## config.mk

```make
export PLATFORM = sky130hd
export DESIGN_NAME = wb_regfile_flat
export DESIGN_NICKNAME = d
export VERILOG_FILES = /design/src/rtl/wb_regfile_if.sv /design/src/rtl/wb_regfile.sv /design/src/flat_wrapper.sv
export SDC_FILE = /design/constraint.sdc
export NUM_CORES = 2
export LEC_CHECK = 0
export CAP_MARGIN = 40
export CORE_MARGIN = 2
export CORE_UTILIZATION = 59
export CTS_CLUSTER_SIZE = 14
export DETAILED_ROUTE_END_ITERATION = 10
export PLACE_DENSITY = 0.75
export SLEW_MARGIN = 20
export SYNTH_ARGS = -nofsm -noshare
export SYNTH_HDL_FRONTEND = slang
export SYNTH_SLANG_ARGS = --single-unit
```

## constraint.sdc

```tcl
create_clock -name clk -period 4.2 [get_ports clk]
set_input_delay 1.26 -clock clk [delete_from_list [all_inputs] [get_ports clk]]
set_output_delay 1.26 -clock clk [all_outputs]
set_load 0.1 [all_outputs]
```

## src/rtl/wb_regfile_if.sv

```systemverilog
// Bus bundle for wb_regfile: one write-back port, two read ports and the write counter.
interface wb_regfile_if #(
  parameter int DATA_W = 32,
  parameter int ADDR_W = 5
);
  logic              we;
  logic [ADDR_W-1:0] waddr;
  logic [DATA_W-1:0] wdata;
  logic              re1;
  logic [ADDR_W-1:0] raddr1;
  logic [DATA_W-1:0] rdata1;
  logic              re2;
  logic [ADDR_W-1:0] raddr2;
  logic [DATA_W-1:0] rdata2;
  logic [15:0]       wr_cnt;

  modport master (
    output we, waddr, wdata, re1, raddr1, re2, raddr2,
    input  rdata1, rdata2, wr_cnt
  );

  modport slave (
    input  we, waddr, wdata, re1, raddr1, re2, raddr2,
    output rdata1, rdata2, wr_cnt
  );
endinterface

```

## src/rtl/wb_regfile.sv

```systemverilog
// Two-read / one-write register file with hard-wired zero register and commit counter.
// Define REGFILE_WB_BYPASS_EN to forward same-cycle write-back data to the read ports.
module wb_regfile #(
  parameter int DATA_W = 32,
  parameter int ADDR_W = 5
) (
  input  logic         clk,
  input  logic         rst,
  wb_regfile_if.slave  bus
);
  localparam int DEPTH = 2 ** ADDR_W;

  logic [DATA_W-1:0] regs [DEPTH];
  logic [15:0]       cnt;
  logic              commit;

  // Writes to register 0 are dropped and do not count as commits.
  assign commit = bus.we && (bus.waddr != '0);

  always_ff @(posedge clk) begin
    if (rst) begin
      for (int i = 0; i < DEPTH; i++) begin
        regs[i] <= '0;
      end
      cnt <= '0;
    end else if (commit) begin
      regs[bus.waddr] <= bus.wdata;
      cnt             <= cnt + 16'd1;
    end
  end

  // Gated so the count reads zero from the very first reset cycle.
  assign bus.wr_cnt = rst ? 16'd0 : cnt;

  always_comb begin
    bus.rdata1 = '0;
    if (!rst && bus.re1 && (bus.raddr1 != '0)) begin
      bus.rdata1 = regs[bus.raddr1];
`ifdef REGFILE_WB_BYPASS_EN
      if (bus.we && (bus.waddr == bus.raddr1)) begin
        bus.rdata1 = bus.wdata;
      end
`endif
    end
  end

  always_comb begin
    bus.rdata2 = '0;
    if (!rst && bus.re2 && (bus.raddr2 != '0)) begin
      bus.rdata2 = regs[bus.raddr2];
`ifdef REGFILE_WB_BYPASS_EN
      if (bus.we && (bus.waddr == bus.raddr2)) begin
        bus.rdata2 = bus.wdata;
      end
`endif
    end
  end
endmodule

```

## src/flat_wrapper.sv

```systemverilog
// flat-port wrapper written by rule: the top's interface ports become plain ports
module wb_regfile_flat 
#(
  parameter int DATA_W = 32,
  parameter int ADDR_W = 5
)
  (clk, rst, bus_we, bus_waddr, bus_wdata, bus_re1, bus_raddr1, bus_re2, bus_raddr2, bus_rdata1, bus_rdata2, bus_wr_cnt);
  wb_regfile_if #(.DATA_W(DATA_W), .ADDR_W(ADDR_W)) bus_i ();
  input  logic clk;
  input  logic rst;
  input wire logic [$bits(bus_i.we)-1:0] bus_we;
  input wire logic [$bits(bus_i.waddr)-1:0] bus_waddr;
  input wire logic [$bits(bus_i.wdata)-1:0] bus_wdata;
  input wire logic [$bits(bus_i.re1)-1:0] bus_re1;
  input wire logic [$bits(bus_i.raddr1)-1:0] bus_raddr1;
  input wire logic [$bits(bus_i.re2)-1:0] bus_re2;
  input wire logic [$bits(bus_i.raddr2)-1:0] bus_raddr2;
  output wire logic [$bits(bus_i.rdata1)-1:0] bus_rdata1;
  output wire logic [$bits(bus_i.rdata2)-1:0] bus_rdata2;
  output wire logic [$bits(bus_i.wr_cnt)-1:0] bus_wr_cnt;
  assign bus_i.we = bus_we;
  assign bus_i.waddr = bus_waddr;
  assign bus_i.wdata = bus_wdata;
  assign bus_i.re1 = bus_re1;
  assign bus_i.raddr1 = bus_raddr1;
  assign bus_i.re2 = bus_re2;
  assign bus_i.raddr2 = bus_raddr2;
  assign bus_rdata1 = bus_i.rdata1;
  assign bus_rdata2 = bus_i.rdata2;
  assign bus_wr_cnt = bus_i.wr_cnt;
  wb_regfile #(.DATA_W(DATA_W), .ADDR_W(ADDR_W)) u_core (.clk(clk), .rst(rst), .bus(bus_i));
endmodule
```

==> Yosys cells after proc, flatten, opt, wreduce, memory -nomap -nowiden <==
Memory sizes are Yosys's and may differ from the RTL's.
Index checks and enable logic that the tools add are counted.
{ "classes": {"add_sub_neg": 1, "mul": 0, "n_div": 0, "n_lt_le_gt_ge": 0, "n_eq_ne": 0, "shift": 0, "mux": 11, "bitwise": 0, "n_reduce_logical": 10} }
{ "ops": {"columns": ["operator", "n"], "rows": [
  ["2-to-1 mux 32 bit", 3],
  ["OR reduction 32 bit", 1],
  ["adder 16 x 1 -> 16 bit, second input constant", 1],
  ["2-to-1 mux 16 bit", 1],
  ["nonzero test 5 bit", 3],
  ["2-to-1 mux 1 bit", 6],
  ["logical AND 1 bit", 5],
  ["2-to-1 mux 5 bit", 1],
  ["zero test 1 bit", 1]
]} }
{ "word_totals": {"reg_bits": 16, "latchBits": 0, "ram_bits": 1024, "rom_bits": 0, "inputBits": 52, "output_inout_bits": 80, "wordCells": 24, "mem_count": 1} }
{ "memory_table": {"columns": ["memory", "depth", "width", "rd", "rd_ports_with_merged_regs", "wr", "line", "rtl"], "rows": [
  ["u_core.regs", 32, 32, 2, 0, 32, "wb_regfile.sv:13", "logic [DATA_W-1:0] regs [DEPTH];"]
]} }

==> Depth between registers and ports, before layout <==
{ "depth": {"depth_word": 7, "depth_mapped": 9, "mapped_depth_nobuf": 4} }

==> Worst setup path before layout <==
No wires, ideal clock.
{ "synth_timing": {"path_type": "input-to-output", "start": "input port bus_raddr2[0]", "end": "output port bus_rdata2[19]", "arrival_ns": 4.012, "required_time_ns": 2.940, "slack_ns": -1.072, "cell_stages": 8, "n_path_buf": 4, "cell_sequence": "buf_6 > buf_12 > buf_6 > nor2b_1 > clkbuf_1 > a221oi_1 > o21ai_0 > a32oi_1"} }
{ "synth_via": {"elab_chain_cells": 3, "elab_cells_between_ends": 4, "cone_classes": "mux: 1; reduce/logical: 2; memory: 1"} }
{ "synth_rtl": {"columns": ["item", "line", "rtl"], "rows": [
  ["from (decl)", "flat_wrapper.sv:17", "input wire logic [$bits(bus_i.raddr2)-1:0] bus_raddr2;"],
  ["branches (longest 2 deep; another with memory (32 x 32 bit))", null, null],
  ["2-to-1 mux 32 bit (*)", "wb_regfile.sv:49", "if (!rst && bus.re2 && (bus.raddr2 != '0)) begin"],
  ["to (decl)", "flat_wrapper.sv:19", "output wire logic [$bits(bus_i.rdata2)-1:0] bus_rdata2;"]
]} }
Every way passes the cells marked *.

==> Worst setup path after layout <==
{ "layout_timing": {"start": "input port bus_raddr2[1]", "end": "output port bus_rdata2[11]"} }
Same word-level chain as after synthesis.

==> flow_summary.json <==
{
  "timing.final.ws_setup_ps": -291.4,
  "io_pins": 132,
  "power.density_nw_per_um2": 369.5,
  "post_synth_instance_area_um2": 56130,
  "clock_pin_slew_of_the_registers_on_the_worst_case_setup_and_hold_paths_ps": 50,
  "dpl.hpwl_um": 131500,
  "groute.usage.overall_pct": 41.88,
  "worstSkewPairLatency_ps": 700,
  "synth.lib_cells_used.distinct": 50,
  "h_tree_lvls": 3,
  "totalPowerFinal_mw": 26.69,
  "path_class": "input port to primary output",
  "synth_most_common_cell": "edfxtp_1",
  "yosys_most_used_dff": "edfxtp_1",
  "number_of_register_bits_inferred_by_synthesis": 1040,
  "initial_core_util_pct": 59.34,
  "irDropWorstVdd_mv": 0.3670,
  "violations_in_the_final_reports": "setup timing",
  "grt_use_met3_pct": 12.67,
  "drt.antenna.violating_nets": 0,
  "grt_max_degree": 41,
  "tritoncts_num_sinks": 1040,
  "critPathTopFamily": "buffers and inverters",
  "syn_area_per_cell_um2": 13.97,
  "cp_num_buf_inv": 5,
  "power_report.internal_total_mw": 19.41,
  "core_um2": 94590,
  "async_reset_ff_share_pct": 0,
  "report.final.slew_viol_count": 0,
  "finalHoldViolations": 0,
  "placement.io_buffers": 131,
  "worst_path_cell_chain": "clkbuf_16 > buf_8 > buf_6 > and2_4 > buf_12 > a22oi_2 > nand3_2 > a32oi_4 > buf_12",
  "die-height_um": 312.4,
  "number_of_global_route_vias_before_repair": 40670,
  "die_area_um2": 97620,
  "hold_path_class": "flip-flop to flip-flop",
  "seq_power_share_pct": 46.0,
  "cp_data_arrival_time_ps": 3230,
  "synth.top_cell.area_share_pct": 54.78,
  "die_x_um": 312.4,
  "postPlaceCellArea_um2": 64660,
  "final_area_um2": 72250,
  "sequential_to_total_area_share_from_yosys_stat_pct": 55.35,
  "dpl_worst_slack_ps": -603.3,
  "post-synth-top-area-cell": "edfxtp_1",
  "ratio_of_cells_with_drive_above_1_in_the_final_layout_pct": 35.81,
  "crit_path_top_delay_cell": "a32oi_4",
  "status": "finished, violations left",
  "holdWs_ps": 532.1,
  "detail_route.wl_per_cell_um": 35.52,
  "ys.warnings.count": 0,
  "top_usage_layer": "met2",
  "viasPerCell": 7.059,
  "multi_input_area_um2": 26210,
  "switching_share_pct": 27.27,
  "crit_path_max_incr_delay_ps": 360,
  "yosys-top-cells-area": "edfxtp_1 55%, mux4_2 11%, and2_1 11%",
  "capturing_element_type_of_the_critical_path": "primary output",
  "maxClockFrequency_mhz": 222.6,
  "detail_route.first_pass.iterations": 6,
  "fraction_of_power_consumed_by_the_clock_network_pct": 35.6,
  "p_leak_nw": 26.53,
  "number_of_core_rows": 113,
  "grt_util_met1_pct": 56.15,
  "area_used_by_sequential_logic_in_the_layout_um2": 31070,
  "antenna_found_initial": 8,
  "areaGrowthSynthToFinish_pct": 28.72,
  "nFillCells": 5371,
  "cp.required_ps": 2940,
  "nNetsFinal": 4554,
  "grt_setup_unrepaired": "true",
  "wire_length_of_the_first_global_routing_pass_um": 290600,
  "skew_ps": 7.223,
  "timing.critical_path.from_type": "input port",
  "power.net_switching_mw": 7.279,
  "combPwrFrac_pct": 18.4,
  "clockBufferDepth": 3,
  "final_clock_period_utilization_by_the_worst_path_pct": 106.9,
  "worst-path-max-fanout": 10,
  "setup_viol": 64,
  "final_util_pct": 76.39,
  "cts_tree": "yes",
  "numCtsBuffers": 108,
  "synth_commonest_cells": "1024 x edfxtp_1, 997 x and2_1, 455 x mux2i_1, 297 x clkbuf_1, 283 x mux4_2",
  "synth_enable_flop_cells": 1024,
  "postRouteWirelength_um": 208300,
  "postSynthCellCount": 4019,
  "critPathMostFrequentCell": "buf_12",
  "grt_total_ovfl": 0,
  "initialDrtViolationCount": 7366,
  "drc_errors": 0,
  "timing.slew.headroom_pct": 44.68,
  "cts_root_buffer": "clkbuf_16",
  "maxCapViolations": 0,
  "period_needed_ps": 4491,
  "vias": 41400,
  "grt_use_met2_pct": 63.15,
  "gp_routability_congestion": 0.9790,
  "worstMarginPinSlew_ps": 827.1
}
## layer usage
metal | part of all wire, % | vias to the layer above
met5 | 0.031 | -
met4 | 5.6 | 6
met3 | 15 | 745
met2 | 45 | 3635
met1 | 34 | 20700
li1 | - | 16320
## area by class of cell
class                      count  area share (%)
sequential                  1040           43.00
tap                         1265           2.191
timing repair buffer         763           13.72
clock inverter                58          0.7446
inverter                      10         0.06234
multi-input combinational   2578           36.28
antenna                        6         0.02078
clock buffer                 145           3.976
## placed cells by master (no fill, tap or decap), drive strengths merged, types with 45 or more instances in the layout
cell	instances
edfxtp	1024
and2	997
buf	709
mux2i	455
mux4	288
a22oi	162
clkbuf	160
mux2	90
o21ai	69
a32oi	62
a221oi	62
nand3	61
a21oi	54
nor2	54
nand2	46
clkinv	45
## through the flow
step,std cells,setup TNS [ps]
after global routing,5861,-10260
after detailed placement,5504,-24130
after global placement,5481,-23350
final,5865,-10120
after floorplan,4050,-6180
after CTS,5815,-9549
## power groups by stage
stage                     Sequential [mW]  Combinational, mW  Clock (mW)
after floorplan                      12.3               2.47           0
after global placement               12.4               4.10           0
after detailed placement             12.5               4.17           0
after CTS                            12.3               4.57        9.45
after global routing                 12.3               4.97        9.87
final                                12.3               4.91        9.50
## logic make-up after synthesis
group	synth area share, %
AOI/OAI and AO/OA	6.025
xor gates and xnor gates	0.07801
adders and majority gates	0.02229
buffers and inverters	3.727
DFF	55.35
muxes	21.51
other	0.006681
and+or+nand+nor	13.28
## state kept, by name, indices dropped and copies added, names as in the netlist
| register | cells |
|---|---|
| u_core.regs | 1024 |
| u_core.cnt | 16 |
## worst min-delay path: stages (launching register included)
cell and delay, ps:
dfxtp_1 330, o21ai_0 90, a21oi_1 60
## what timing repair did
action	CTS	global route
hold buffers	0	0
gates resized for setup	323	192
pin swaps	97	92
buffers inserted	85	47
hold endpoints to repair	0	0
cloned	25	11
setup endpoints to repair	64	64
## final timing paths
| kind | startpoint | endpoint | slack, ps | cells after the start |
|---|---|---|---|---|
| worst min-delay path | u_core.cnt[4] | u_core.cnt[4] | 530 | 2 |
| worst max-delay path | bus_raddr2[1] | bus_rdata2[11] | -290 | 9 |
| worst max register to register | u_core.cnt[3] | u_core.cnt[15] | 2550 | 4 |
| worst min register to register | u_core.cnt[4] | u_core.cnt[4] | 530 | 2 |
(Power assumes the default switching activity.)
